### config.mk
export PLATFORM = sky130hd
export DESIGN_NAME = axi_burst_master_flat
export DESIGN_NICKNAME = d
export VERILOG_FILES = /design/src/rtl/axi_burst_master_pkg.sv /design/src/rtl/axi_burst_master_if.sv /design/src/rtl/axi_burst_master.sv /design/src/flat_wrapper.sv
export SDC_FILE = /design/constraint.sdc
export NUM_CORES = 1
export LEC_CHECK = 0
export ABC_AREA = 0
export ABC_CLOCK_PERIOD_IN_PS = 3000
export BUFFER_PORTS_ARGS = -buffer_cell sky130_fd_sc_hd__buf_4
export CORE_AREA = 4 4 185 187
export CTS_CLUSTER_DIAMETER = 150
export DETAILED_ROUTE_END_ITERATION = 10
export DIE_AREA = 0 0 189 191
export PLACE_DENSITY = 0.5
export SYNTH_ARGS = -nofsm -noshare
export SYNTH_HDL_FRONTEND = slang
export SYNTH_SLANG_ARGS = --single-unit
### constraint.sdc
create_clock -name aclk -period 3 [get_ports aclk]
set_input_delay 0.3 -clock aclk [delete_from_list [all_inputs] [get_ports aclk]]
set_output_delay 0.3 -clock aclk [all_outputs]
set_load 0.03 [all_outputs]
### src/rtl/axi_burst_master_pkg.sv
// Shared encodings and helpers for the AXI4 burst initiator.
// Holds the burst/resp codes, the FSM state type and the log2 size helper.
package axi_burst_master_pkg;

    localparam logic [1:0] BURST_INCR  = 2'b01;
    localparam logic [1:0] RESP_OKAY   = 2'b00;
    localparam logic [1:0] RESP_SLVERR = 2'b10;

    typedef enum logic [2:0] {
        ST_IDLE,
        ST_AW,
        ST_W,
        ST_B,
        ST_AR,
        ST_R,
        ST_DONE
    } state_e;

    // AXI size field: log2 of the bus width in bytes
    function automatic logic [2:0] axi_size(input int data_width);
        logic [2:0] s;
        s = '0;
        for (int i = 0; i < 8; i++)
            if ((8 << i) == data_width) s = i[2:0];
        return s;
    endfunction

    function automatic logic [1:0] resp_max(input logic [1:0] a, input logic [1:0] b);
        return (a > b) ? a : b;
    endfunction

endpackage

### src/rtl/axi_burst_master_if.sv
// AXI4 master bus bundle (AW/W/B/AR/R channels) with master/slave views.
interface axi_burst_master_if #(
    parameter int ADDR_WIDTH = 32,
    parameter int DATA_WIDTH = 64,
    parameter int ID_WIDTH   = 4
) ();

    logic                    awvalid, awready;
    logic [ADDR_WIDTH-1:0]   awaddr;
    logic [ID_WIDTH-1:0]     awid;
    logic [7:0]              awlen;
    logic [2:0]              awsize;
    logic [1:0]              awburst;
    logic                    awlock;
    logic [3:0]              awcache;
    logic [2:0]              awprot;
    logic [3:0]              awqos;
    logic [3:0]              awregion;

    logic                    wvalid, wready;
    logic [DATA_WIDTH-1:0]   wdata;
    logic [DATA_WIDTH/8-1:0] wstrb;
    logic                    wlast;

    logic                    bvalid, bready;
    logic [1:0]              bresp;
    logic [ID_WIDTH-1:0]     bid;

    logic                    arvalid, arready;
    logic [ADDR_WIDTH-1:0]   araddr;
    logic [ID_WIDTH-1:0]     arid;
    logic [7:0]              arlen;
    logic [2:0]              arsize;
    logic [1:0]              arburst;
    logic                    arlock;
    logic [3:0]              arcache;
    logic [2:0]              arprot;
    logic [3:0]              arqos;
    logic [3:0]              arregion;

    logic                    rvalid, rready;
    logic [DATA_WIDTH-1:0]   rdata;
    logic [1:0]              rresp;
    logic [ID_WIDTH-1:0]     rid;
    logic                    rlast;

    modport master (
        output awvalid, awaddr, awid, awlen, awsize, awburst, awlock, awcache, awprot, awqos, awregion,
        input  awready,
        output wvalid, wdata, wstrb, wlast,
        input  wready,
        input  bvalid, bresp, bid,
        output bready,
        output arvalid, araddr, arid, arlen, arsize, arburst, arlock, arcache, arprot, arqos, arregion,
        input  arready,
        input  rvalid, rdata, rresp, rid, rlast,
        output rready
    );

    modport slave (
        input  awvalid, awaddr, awid, awlen, awsize, awburst, awlock, awcache, awprot, awqos, awregion,
        output awready,
        input  wvalid, wdata, wstrb, wlast,
        output wready,
        output bvalid, bresp, bid,
        input  bready,
        input  arvalid, araddr, arid, arlen, arsize, arburst, arlock, arcache, arprot, arqos, arregion,
        output arready,
        output rvalid, rdata, rresp, rid, rlast,
        input  rready
    );

endinterface

### src/rtl/axi_burst_master.sv
// Single-outstanding AXI4 initiator: one command becomes one INCR burst,
// beats stream through, and one completion carries the worst response.
module axi_burst_master
    import axi_burst_master_pkg::*;
#(
    parameter int ADDR_WIDTH = 32,
    parameter int DATA_WIDTH = 64,
    parameter int ID_WIDTH   = 4
) (
    input  logic                    aclk,
    input  logic                    aresetn,

    input  logic                    cmd_valid,
    output logic                    cmd_ready,
    input  logic                    cmd_write,
    input  logic [ADDR_WIDTH-1:0]   cmd_addr,
    input  logic [7:0]              cmd_len,
    input  logic [ID_WIDTH-1:0]     cmd_id,

    input  logic                    wd_valid,
    output logic                    wd_ready,
    input  logic [DATA_WIDTH-1:0]   wd_data,
    input  logic [DATA_WIDTH/8-1:0] wd_strb,

    output logic                    rd_valid,
    input  logic                    rd_ready,
    output logic [DATA_WIDTH-1:0]   rd_data,
    output logic                    rd_last,

    output logic                    done_valid,
    input  logic                    done_ready,
    output logic [1:0]              done_resp,

    axi_burst_master_if.master      m_axi
);

    localparam logic [2:0] AXI_SIZE = axi_size(DATA_WIDTH);

    state_e                  state;
    logic [ADDR_WIDTH-1:0]   addr_q;
    logic [7:0]              len_q;
    logic [ID_WIDTH-1:0]     id_q;
    logic [8:0]              cnt;
    logic [1:0]              resp_q;
    logic                    awvalid_q, arvalid_q, done_valid_q;

    logic in_w, in_b, in_r, at_len, w_fire, r_fire, r_mismatch;
    logic [1:0] r_resp_nxt;

    assign in_w   = (state == ST_W);
    assign in_b   = (state == ST_B);
    assign in_r   = (state == ST_R);
    // 9-bit counter so a slave that overruns len never wraps back onto a match
    assign at_len = (cnt == {1'b0, len_q});
    assign w_fire = m_axi.wvalid & m_axi.wready;
    assign r_fire = m_axi.rvalid & m_axi.rready;

    assign r_mismatch = (m_axi.rid != id_q) || (m_axi.rlast != at_len);
    assign r_resp_nxt = r_mismatch ? resp_max(resp_max(resp_q, m_axi.rresp), RESP_SLVERR)
                                   : resp_max(resp_q, m_axi.rresp);

    always_ff @(posedge aclk) begin
        if (!aresetn) begin
            state        <= ST_IDLE;
            addr_q       <= '0;
            len_q        <= '0;
            id_q         <= '0;
            cnt          <= '0;
            resp_q       <= RESP_OKAY;
            awvalid_q    <= 1'b0;
            arvalid_q    <= 1'b0;
            done_valid_q <= 1'b0;
        end else begin
            case (state)
                ST_IDLE: if (cmd_valid) begin
                    addr_q <= cmd_addr;
                    len_q  <= cmd_len;
                    id_q   <= cmd_id;
                    cnt    <= '0;
                    resp_q <= RESP_OKAY;
                    if (cmd_write) begin
                        state     <= ST_AW;
                        awvalid_q <= 1'b1;
                    end else begin
                        state     <= ST_AR;
                        arvalid_q <= 1'b1;
                    end
                end
                ST_AW: if (m_axi.awready) begin
                    awvalid_q <= 1'b0;
                    state     <= ST_W;
                end
                ST_W: if (w_fire) begin
                    cnt <= cnt + 9'd1;
                    if (at_len) state <= ST_B;
                end
                ST_B: if (m_axi.bvalid) begin
                    resp_q       <= (m_axi.bid != id_q) ? RESP_SLVERR : m_axi.bresp;
                    done_valid_q <= 1'b1;
                    state        <= ST_DONE;
                end
                ST_AR: if (m_axi.arready) begin
                    arvalid_q <= 1'b0;
                    state     <= ST_R;
                end
                // rlast is authoritative for ending the burst; a miscount only taints resp
                ST_R: if (r_fire) begin
                    resp_q <= r_resp_nxt;
                    cnt    <= cnt + 9'd1;
                    if (m_axi.rlast) begin
                        done_valid_q <= 1'b1;
                        state        <= ST_DONE;
                    end
                end
                ST_DONE: if (done_ready) begin
                    done_valid_q <= 1'b0;
                    state        <= ST_IDLE;
                end
                default: state <= ST_IDLE;
            endcase
        end
    end

    assign cmd_ready  = (state == ST_IDLE);
    assign done_valid = done_valid_q;
    assign done_resp  = done_valid_q ? resp_q : RESP_OKAY;

    assign m_axi.awvalid  = awvalid_q;
    assign m_axi.awaddr   = awvalid_q ? addr_q : '0;
    assign m_axi.awid     = awvalid_q ? id_q : '0;
    assign m_axi.awlen    = awvalid_q ? len_q : '0;
    assign m_axi.awsize   = awvalid_q ? AXI_SIZE : '0;
    assign m_axi.awburst  = awvalid_q ? BURST_INCR : '0;
    assign m_axi.awlock   = 1'b0;
    assign m_axi.awcache  = '0;
    assign m_axi.awprot   = '0;
    assign m_axi.awqos    = '0;
    assign m_axi.awregion = '0;

    assign m_axi.wvalid = in_w & wd_valid;
    assign wd_ready     = in_w & m_axi.wready;
    assign m_axi.wdata  = in_w ? wd_data : '0;
    assign m_axi.wstrb  = in_w ? wd_strb : '0;
    assign m_axi.wlast  = in_w & at_len;

    assign m_axi.bready = in_b;

    assign m_axi.arvalid  = arvalid_q;
    assign m_axi.araddr   = arvalid_q ? addr_q : '0;
    assign m_axi.arid     = arvalid_q ? id_q : '0;
    assign m_axi.arlen    = arvalid_q ? len_q : '0;
    assign m_axi.arsize   = arvalid_q ? AXI_SIZE : '0;
    assign m_axi.arburst  = arvalid_q ? BURST_INCR : '0;
    assign m_axi.arlock   = 1'b0;
    assign m_axi.arcache  = '0;
    assign m_axi.arprot   = '0;
    assign m_axi.arqos    = '0;
    assign m_axi.arregion = '0;

    assign m_axi.rready = in_r & rd_ready;
    assign rd_valid     = in_r & m_axi.rvalid;
    assign rd_data      = in_r ? m_axi.rdata : '0;
    assign rd_last      = in_r & m_axi.rlast;

endmodule
### src/flat_wrapper.sv
// flat-port wrapper written by rule: the top's interface ports become plain ports
module axi_burst_master_flat import axi_burst_master_pkg::*;
#(
    parameter int ADDR_WIDTH = 32,
    parameter int DATA_WIDTH = 64,
    parameter int ID_WIDTH   = 4
)
  (aclk, aresetn, cmd_valid, cmd_ready, cmd_write, cmd_addr, cmd_len, cmd_id, wd_valid, wd_ready, wd_data, wd_strb, rd_valid, rd_ready, rd_data, rd_last, done_valid, done_ready, done_resp, m_axi_awvalid, m_axi_awaddr, m_axi_awid, m_axi_awlen, m_axi_awsize, m_axi_awburst, m_axi_awlock, m_axi_awcache, m_axi_awprot, m_axi_awqos, m_axi_awregion, m_axi_awready, m_axi_wvalid, m_axi_wdata, m_axi_wstrb, m_axi_wlast, m_axi_wready, m_axi_bvalid, m_axi_bresp, m_axi_bid, m_axi_bready, m_axi_arvalid, m_axi_araddr, m_axi_arid, m_axi_arlen, m_axi_arsize, m_axi_arburst, m_axi_arlock, m_axi_arcache, m_axi_arprot, m_axi_arqos, m_axi_arregion, m_axi_arready, m_axi_rvalid, m_axi_rdata, m_axi_rresp, m_axi_rid, m_axi_rlast, m_axi_rready);
  axi_burst_master_if #(.ADDR_WIDTH(ADDR_WIDTH), .DATA_WIDTH(DATA_WIDTH), .ID_WIDTH(ID_WIDTH)) m_axi_i ();
  input  logic aclk;
  input  logic aresetn;
  input  logic cmd_valid;
  output logic cmd_ready;
  input  logic cmd_write;
  input  logic [ADDR_WIDTH-1:0] cmd_addr;
  input  logic [7:0] cmd_len;
  input  logic [ID_WIDTH-1:0] cmd_id;
  input  logic wd_valid;
  output logic wd_ready;
  input  logic [DATA_WIDTH-1:0] wd_data;
  input  logic [DATA_WIDTH/8-1:0] wd_strb;
  output logic rd_valid;
  input  logic rd_ready;
  output logic [DATA_WIDTH-1:0] rd_data;
  output logic rd_last;
  output logic done_valid;
  input  logic done_ready;
  output logic [1:0] done_resp;
  output wire logic [$bits(m_axi_i.awvalid)-1:0] m_axi_awvalid;
  output wire logic [$bits(m_axi_i.awaddr)-1:0] m_axi_awaddr;
  output wire logic [$bits(m_axi_i.awid)-1:0] m_axi_awid;
  output wire logic [$bits(m_axi_i.awlen)-1:0] m_axi_awlen;
  output wire logic [$bits(m_axi_i.awsize)-1:0] m_axi_awsize;
  output wire logic [$bits(m_axi_i.awburst)-1:0] m_axi_awburst;
  output wire logic [$bits(m_axi_i.awlock)-1:0] m_axi_awlock;
  output wire logic [$bits(m_axi_i.awcache)-1:0] m_axi_awcache;
  output wire logic [$bits(m_axi_i.awprot)-1:0] m_axi_awprot;
  output wire logic [$bits(m_axi_i.awqos)-1:0] m_axi_awqos;
  output wire logic [$bits(m_axi_i.awregion)-1:0] m_axi_awregion;
  input wire logic [$bits(m_axi_i.awready)-1:0] m_axi_awready;
  output wire logic [$bits(m_axi_i.wvalid)-1:0] m_axi_wvalid;
  output wire logic [$bits(m_axi_i.wdata)-1:0] m_axi_wdata;
  output wire logic [$bits(m_axi_i.wstrb)-1:0] m_axi_wstrb;
  output wire logic [$bits(m_axi_i.wlast)-1:0] m_axi_wlast;
  input wire logic [$bits(m_axi_i.wready)-1:0] m_axi_wready;
  input wire logic [$bits(m_axi_i.bvalid)-1:0] m_axi_bvalid;
  input wire logic [$bits(m_axi_i.bresp)-1:0] m_axi_bresp;
  input wire logic [$bits(m_axi_i.bid)-1:0] m_axi_bid;
  output wire logic [$bits(m_axi_i.bready)-1:0] m_axi_bready;
  output wire logic [$bits(m_axi_i.arvalid)-1:0] m_axi_arvalid;
  output wire logic [$bits(m_axi_i.araddr)-1:0] m_axi_araddr;
  output wire logic [$bits(m_axi_i.arid)-1:0] m_axi_arid;
  output wire logic [$bits(m_axi_i.arlen)-1:0] m_axi_arlen;
  output wire logic [$bits(m_axi_i.arsize)-1:0] m_axi_arsize;
  output wire logic [$bits(m_axi_i.arburst)-1:0] m_axi_arburst;
  output wire logic [$bits(m_axi_i.arlock)-1:0] m_axi_arlock;
  output wire logic [$bits(m_axi_i.arcache)-1:0] m_axi_arcache;
  output wire logic [$bits(m_axi_i.arprot)-1:0] m_axi_arprot;
  output wire logic [$bits(m_axi_i.arqos)-1:0] m_axi_arqos;
  output wire logic [$bits(m_axi_i.arregion)-1:0] m_axi_arregion;
  input wire logic [$bits(m_axi_i.arready)-1:0] m_axi_arready;
  input wire logic [$bits(m_axi_i.rvalid)-1:0] m_axi_rvalid;
  input wire logic [$bits(m_axi_i.rdata)-1:0] m_axi_rdata;
  input wire logic [$bits(m_axi_i.rresp)-1:0] m_axi_rresp;
  input wire logic [$bits(m_axi_i.rid)-1:0] m_axi_rid;
  input wire logic [$bits(m_axi_i.rlast)-1:0] m_axi_rlast;
  output wire logic [$bits(m_axi_i.rready)-1:0] m_axi_rready;
  assign m_axi_awvalid = m_axi_i.awvalid;
  assign m_axi_awaddr = m_axi_i.awaddr;
  assign m_axi_awid = m_axi_i.awid;
  assign m_axi_awlen = m_axi_i.awlen;
  assign m_axi_awsize = m_axi_i.awsize;
  assign m_axi_awburst = m_axi_i.awburst;
  assign m_axi_awlock = m_axi_i.awlock;
  assign m_axi_awcache = m_axi_i.awcache;
  assign m_axi_awprot = m_axi_i.awprot;
  assign m_axi_awqos = m_axi_i.awqos;
  assign m_axi_awregion = m_axi_i.awregion;
  assign m_axi_i.awready = m_axi_awready;
  assign m_axi_wvalid = m_axi_i.wvalid;
  assign m_axi_wdata = m_axi_i.wdata;
  assign m_axi_wstrb = m_axi_i.wstrb;
  assign m_axi_wlast = m_axi_i.wlast;
  assign m_axi_i.wready = m_axi_wready;
  assign m_axi_i.bvalid = m_axi_bvalid;
  assign m_axi_i.bresp = m_axi_bresp;
  assign m_axi_i.bid = m_axi_bid;
  assign m_axi_bready = m_axi_i.bready;
  assign m_axi_arvalid = m_axi_i.arvalid;
  assign m_axi_araddr = m_axi_i.araddr;
  assign m_axi_arid = m_axi_i.arid;
  assign m_axi_arlen = m_axi_i.arlen;
  assign m_axi_arsize = m_axi_i.arsize;
  assign m_axi_arburst = m_axi_i.arburst;
  assign m_axi_arlock = m_axi_i.arlock;
  assign m_axi_arcache = m_axi_i.arcache;
  assign m_axi_arprot = m_axi_i.arprot;
  assign m_axi_arqos = m_axi_i.arqos;
  assign m_axi_arregion = m_axi_i.arregion;
  assign m_axi_i.arready = m_axi_arready;
  assign m_axi_i.rvalid = m_axi_rvalid;
  assign m_axi_i.rdata = m_axi_rdata;
  assign m_axi_i.rresp = m_axi_rresp;
  assign m_axi_i.rid = m_axi_rid;
  assign m_axi_i.rlast = m_axi_rlast;
  assign m_axi_rready = m_axi_i.rready;
  axi_burst_master #(.ADDR_WIDTH(ADDR_WIDTH), .DATA_WIDTH(DATA_WIDTH), .ID_WIDTH(ID_WIDTH)) u_core (.aclk(aclk), .aresetn(aresetn), .cmd_valid(cmd_valid), .cmd_ready(cmd_ready), .cmd_write(cmd_write), .cmd_addr(cmd_addr), .cmd_len(cmd_len), .cmd_id(cmd_id), .wd_valid(wd_valid), .wd_ready(wd_ready), .wd_data(wd_data), .wd_strb(wd_strb), .rd_valid(rd_valid), .rd_ready(rd_ready), .rd_data(rd_data), .rd_last(rd_last), .done_valid(done_valid), .done_ready(done_ready), .done_resp(done_resp), .m_axi(m_axi_i));
endmodule
==> results of run 1 <==
-- state kept, by name, summed over array words and instances, names as in the netlist --
register and flops:
u_core.m_axi.awvalid 1, u_core.done_valid 1, u_core.id_q 4, u_core.resp_q 2, u_core.state 3, u_core.addr_q 32
u_core.cnt 9, u_core.m_axi.arvalid 1, u_core.len_q 8
-- layer usage --
layer  vias up  track usage [%]
met4         0             2.38
met1      2534             15.9
li1       2786                -
met5         -                0
met2       283             22.1
met3        10             4.22
-- final cells by class --
type | instances | area (um^2) | area share (%)
repair buffers | 456 | 3440 | 40.0
multi-input cells | 519 | 3010 | 35.1
flip-flops and latches | 61 | 1220 | 14.2
well taps | 442 | 553 | 6.45
clock buffers | 9 | 225 | 2.63
clock inverters | 7 | 105 | 1.23
inverters | 7 | 26.3 | 0.306
diodes | 1 | 2.50 | 0.0292
-- power by group through the flow --
stage	Sequential (mW)	Combinational [mW]	Clock, mW
final	1.15	2.63	1.21
after global placement	1.16	2.66	0
after floorplan	1.10	1.74	0
after CTS	1.15	2.68	1.27
after global routing	1.18	2.87	1.29
after detailed placement	1.17	2.67	0
-- worst max-delay path, cell delays in order (launching register included) --
cell and delay, ns:
dfxtp_1 0.75, and3b_4 0.74, and2_1 0.24, buf_4 0.16
-- through the flow --
stage,cells,setup WS (ns)
2_1_floorplan,672,1.17
3_3_place_gp,1485,0.719
3_5_place_dp,1485,0.684
4_1_cts,1501,0.427
5_1_grt,1502,0.284
6_report,1502,0.442
-- worst max path at each step --
stage | end | slack [ns] | cells past startpoint
global placement | u_core.state[2]$_SDFFE_PN0P_ | 0.72 | 5
finish | rd_data[2] | 0.44 | 3
floorplan | m_axi_wlast | 1.17 | 5
CTS | rd_data[26] | 0.43 | 3
global route | rd_data[33] | 0.28 | 3
detailed placement | u_core.state[2]$_SDFFE_PN0P_ | 0.68 | 5
-- kinds of logic after synthesis --
logic type	synth area share (%)
multiplexers	0.703
AO/OA/AOI/OAI	10.2
flip-flops	26.4
AND/OR/NAND/NOR	45.5
buffers and inverters	11.5
XOR/XNOR	4.55
other	0.0811
adder cells (fa/ha/maj)	1.08
-- synthesized netlist by cell type (2+ instances only) --
| cell type | number |
|---|---|
| and2_1 | 233 |
| nand2_1 | 94 |
| dfxtp_1 | 61 |
| a21oi_1 | 52 |
| buf_4 | 43 |
| clkbuf_1 | 33 |
| xor2_1 | 20 |
| nor2_1 | 17 |
| buf_2 | 7 |
| inv_1 | 7 |
| o2111ai_1 | 5 |
| ha_1 | 4 |
| nor3_1 | 4 |
| o21ai_0 | 4 |
| xnor2_1 | 4 |
| a311oi_1 | 3 |
| and3_1 | 3 |
| nand2b_1 | 3 |
| nand4_1 | 3 |
| o22ai_1 | 3 |
| a31oi_1 | 2 |
| buf_6 | 2 |
| mux2_2 | 2 |
| nand3_1 | 2 |
| nand3b_1 | 2 |
| nor2b_1 | 2 |
| nor4_1 | 2 |
| o21ai_1 | 2 |
==> flow_summary.json, run 1 <==
{
  "core_um2": 32500,
  "detailedPlacementHpwl_um": 21000,
  "r2r_cells": 5,
  "rrSetupSlack_ns": 0.68,
  "layout_min_cycle_time_ns": 2.56,
  "drc": 0,
  "place_area_um2": 8250,
  "finalPower_mw": 4.99,
  "power_density_nw_per_um2": 582,
  "clkLatencyLatePin_ns": 0.34,
  "die_h_um": 191,
  "gr-total-overflow": 0,
  "drt-pass1-iter-count": 4,
  "fin_setup_tns_ns": 0,
  "worst_slew_pin_slew_ns": 0.975,
  "antenna_left": 0,
  "ys_seq_area_share_pct": 26.4,
  "root_buffer": "clkbuf_16",
  "grt_pass1_wl_um": 35700,
  "clk_pin_slew_ns": 0.06,
  "layout_commonest_cell": "buf_4",
  "outcome": "completed",
  "fill_cells": 3634,
  "initial_utilization_pct": 14.2,
  "seqPwrFrac_pct": 23.1,
  "clock_sinks": 61,
  "top_layer_used": "met4",
  "final-setup-viol-count": 0,
  "grt_max_degree": 77,
  "worstSetupStartpointType": "flip-flop",
  "postCtsSetupBuffers": 0,
  "fin_util_pct": 26.4,
  "layout_common_cells": "buf_4, and2_1, nand2_1",
  "yosysUniqueCellTypes": 46,
  "drv_cap": 0,
  "postCtsHoldBufs": 0,
  "synth_area_leaders": "and2_1, dfxtp_1, nand2_1",
  "hp-class": "primary input to flip-flop",
  "worst_ep_required_time_ns": 2.70,
  "synth-edff-count": 0,
  "worstPathMaxFanout": 68,
  "drt-initial-drc-count": 287,
  "final_cell_area_um2": 8580,
  "worstSetupPathType": "flip-flop to output port",
  "hold_violations": 0,
  "worst_setup_path_end_kind": "output port",
  "vias_per_cell": 3.74,
  "die-area_um2": 36100,
  "antenna_found_initial": 1,
  "sw_frac_of_total_pct": 45.8,
  "worst_r2r_endpoint": "u_core.state[2]$_SDFFE_PN0P_",
  "layout-drive-gt1-share_pct": 45.3,
  "slew-limit-headroom_pct": 35.0,
  "place.gp.congestion": 0.780,
  "grt_util_all_layers_pct": 12.9,
  "hold_start": "m_axi_awready",
  "syn_to_final_growth_pct": 85.5,
  "period_share_pct": 85.3,
  "drv_slew": 0,
  "yosys.area.top_type_share_pct": 31.5,
  "pwr-share-clk_pct": 24.2,
  "routed_wl_um": 25300,
  "wl_met2_um": 12600,
  "netSwitchingPower_mw": 2.29,
  "syn_area_um2": 4620,
  "fmax_mhz": 391,
  "clockBufferDepth": 2,
  "cts_resized": 0,
  "die_x_um": 189,
  "cts_max_level": 3,
  "row_count": 66,
  "yosysWarningCount": 0,
  "num_vias": 5613,
  "leakage_nw": 4.33,
  "fin_nets": 1263,
  "ys_ff_latch": 61,
  "synth_area_per_cell_um2": 7.26,
  "grt_pass1_vias": 5559,
  "synthArstFlopShare_pct": 0,
  "min_path_cells": 2,
  "io_pins": 484,
  "cts_buffers": 9,
  "comb_power_share_pct": 52.7,
  "intPower_mw": 2.71,
  "holdWs_ns": 0.181,
  "wl_per_cell_um": 16.9,
  "cp.arrival_ns": 2.26,
  "synth_flop_cell": "dfxtp_1",
  "cts_tree": "yes",
  "skew_ns": 0.0140,
  "vdd_drop_max_mv": 0.303,
  "wl_met1_um": 10300,
  "rsz0062_at_grt": "no",
  "wl_met3_um": 2220,
  "synth.largest_area_cell": "and2_1",
  "synthCells": 637,
  "crit_start": "u_core.state[2]$_SDFFE_PN0P_",
  "portBuffers": 447,
  "worstReg2RegStart": "u_core.state[1]$_SDFFE_PN0P_",
  "min_to": "u_core.m_axi.awvalid$_SDFFE_PN0P_"
}
No activity file was read; power rests on OpenSTA's default activity.
==> run 2, diff against run 1 <==
--- a/config.mk
+++ b/config.mk
@@ -6,13 +6,13 @@
 export NUM_CORES = 1
 export LEC_CHECK = 0
 export ABC_AREA = 0
-export ABC_CLOCK_PERIOD_IN_PS = 3000
+export ABC_CLOCK_PERIOD_IN_PS = 2200
 export BUFFER_PORTS_ARGS = -buffer_cell sky130_fd_sc_hd__buf_4
 export CORE_AREA = 4 4 185 187
 export CTS_CLUSTER_DIAMETER = 150
 export DETAILED_ROUTE_END_ITERATION = 10
 export DIE_AREA = 0 0 189 191
-export PLACE_DENSITY = 0.5
+export PLACE_DENSITY = 0.52
 export SYNTH_ARGS = -nofsm -noshare
 export SYNTH_HDL_FRONTEND = slang
 export SYNTH_SLANG_ARGS = --single-unit
==> constraint.sdc (replaced) <==
create_clock -name aclk -period 2.2 [get_ports aclk]
set_input_delay 0.22 -clock aclk [delete_from_list [all_inputs] [get_ports aclk]]
set_output_delay 0.22 -clock aclk [all_outputs]
set_load 0.03 [all_outputs]
==> flow_summary.json, run 2 (synthesis gave the netlist of run 1 again) <==
{
  "place.gp.congestion": 0.759,
  "netSwitchingPower_mw": 3.04,
  "vdd_drop_max_mv": 0.360,
  "setup_ws_ns": 0.153,
  "core_um2": 32500,
  "grt_max_degree": 70,
  "layout_min_cycle_time_ns": 2.05,
  "syn_to_final_growth_pct": 87.0,
  "drc": 0,
  "clock_sinks": 61,
  "die_h_um": 191,
  "regMostFlops": "u_core.addr_q",
  "dp.cells": 1489,
  "detailedPlacementHpwl_um": 22200,
  "place_area_um2": 8330,
  "grt_pass1_vias": 5479,
  "cp.arrival_ns": 1.83,
  "postCtsSetupBuffers": 0,
  "clk_pin_slew_ns": 0.06,
  "rsz0062_at_grt": "no",
  "initial_utilization_pct": 14.2,
  "postCtsHoldBufs": 0,
  "num_vias": 5647,
  "worstPathMaxFanout": 64,
  "hold_violations": 0,
  "seqPwrFrac_pct": 23.4,
  "worst_slew_pin_slew_ns": 0.534,
  "worst_setup_path_end_kind": "output port",
  "die_x_um": 189,
  "cts_tree": "yes",
  "vias_per_cell": 3.74,
  "period_share_pct": 93.0,
  "fin_setup_tns_ns": 0,
  "antenna_left": 0,
  "antenna_found_initial": 8,
  "drv_slew": 0,
  "worstSetupPathType": "flip-flop to output port",
  "layout-drive-gt1-share_pct": 45.5,
  "slew-limit-headroom_pct": 64.1,
  "layout_common_cells": "buf_4, and2_1, nand2_1",
  "cts_resized": 0,
  "portBuffers": 447,
  "final_cell_area_um2": 8650,
  "routed_wl_um": 26600,
  "grt_util_all_layers_pct": 13.3,
  "cts_buffers": 9,
  "sw_frac_of_total_pct": 45.3,
  "fmax_mhz": 489,
  "final-setup-viol-count": 0,
  "skew_ns": 0.00928,
  "io_pins": 484,
  "clockBufferDepth": 2,
  "clkLatencyLatePin_ns": 0.34,
  "largest_reg_flops": 32,
  "drt-pass1-iter-count": 4,
  "drv_cap": 0,
  "pwr-share-clk_pct": 22.0,
  "fill_cells": 3614,
  "gr-total-overflow": 0,
  "row_count": 66,
  "root_buffer": "clkbuf_16",
  "wl_per_cell_um": 17.6,
  "post-place-ws_ns": 0.303,
  "power_density_nw_per_um2": 775,
  "cts_max_level": 3,
  "holdWs_ns": 0.122,
  "outcome": "completed",
  "top_regs": "u_core.addr_q x32, u_core.cnt x9, u_core.len_q x8",
  "worstSetupStartpointType": "flip-flop",
  "grt_pass1_wl_um": 36400,
  "hp-class": "primary input to flip-flop",
  "drt-initial-drc-count": 322,
  "comb_power_share_pct": 54.6,
  "leakage_nw": 4.36,
  "instances_no_fill": 1510,
  "fin_nets": 1267,
  "worst_ep_required_time_ns": 1.98,
  "die-area_um2": 36100,
  "intPower_mw": 3.67,
  "layout_commonest_cell": "buf_4"
}
-- run 2: per-stage QoR --
stage,util [%],total power [mW]
after floorplan,-,3.88
after global placement,25.7,5.29
after detailed placement,25.7,5.31
after CTS,26.6,6.85
after global routing,26.6,7.19
final,26.7,6.71
-- run 2: power by group through the flow --
stage	Clock (mW)	Sequential [mW]	Combinational, mW
2_1_floorplan	0	1.50	2.37
3_3_place_gp	0	1.59	3.70
3_5_place_dp	0	1.60	3.71
4_1_cts	1.55	1.57	3.73
5_1_grt	1.60	1.61	3.98
6_report	1.47	1.57	3.66
-- run 2: final timing paths --
| check | start | end | slack (ns) | depth (start not counted) |
|---|---|---|---|---|
| worst max-delay path | u_core.state[2]$_SDFFE_PN0P_ | rd_data[27] | 0.15 | 4 |
| worst min-delay path | m_axi_awready | u_core.m_axi.awvalid$_SDFFE_PN0P_ | 0.12 | 2 |
| worst max register to register | u_core.state[2]$_SDFFE_PN0P_ | u_core.cnt[7]$_SDFFE_PN0P_ | 0.39 | 6 |
| worst min register to register | u_core.addr_q[2]$_SDFFE_PN0P_ | u_core.addr_q[2]$_SDFFE_PN0P_ | 0.46 | 2 |
-- run 2: cell type report --
type                    count  area, um^2  area share, %
clock buffers              10         239           2.76
inverters                   7        26.3          0.304
multi-input cells         519        3010           34.8
flip-flops and latches     61        1220           14.1
repair buffers            460        3520           40.6
well taps                 442         553           6.39
diodes                      5        12.5          0.145
clock inverters             6        70.1          0.810
-- run 2: worst max-delay path: stages, from the launching register on --
cell	delay (ns)
dfxtp_1	0.55
and3b_4	0.32
buf_12	0.22
and2_1	0.19
buf_4	0.17
-- run 2: per-layer routing --
| layer | vias up | global-route usage (%) | routed length (um) |
|---|---|---|---|
| met4 | 4 | 4.60 | 253 |
| li1 | 2795 | - | - |
| met2 | 275 | 22.0 | 13300 |
| met1 | 2554 | 16.2 | 10700 |
| met3 | 19 | 4.62 | 2320 |
| met5 | - | 0 | 18 |
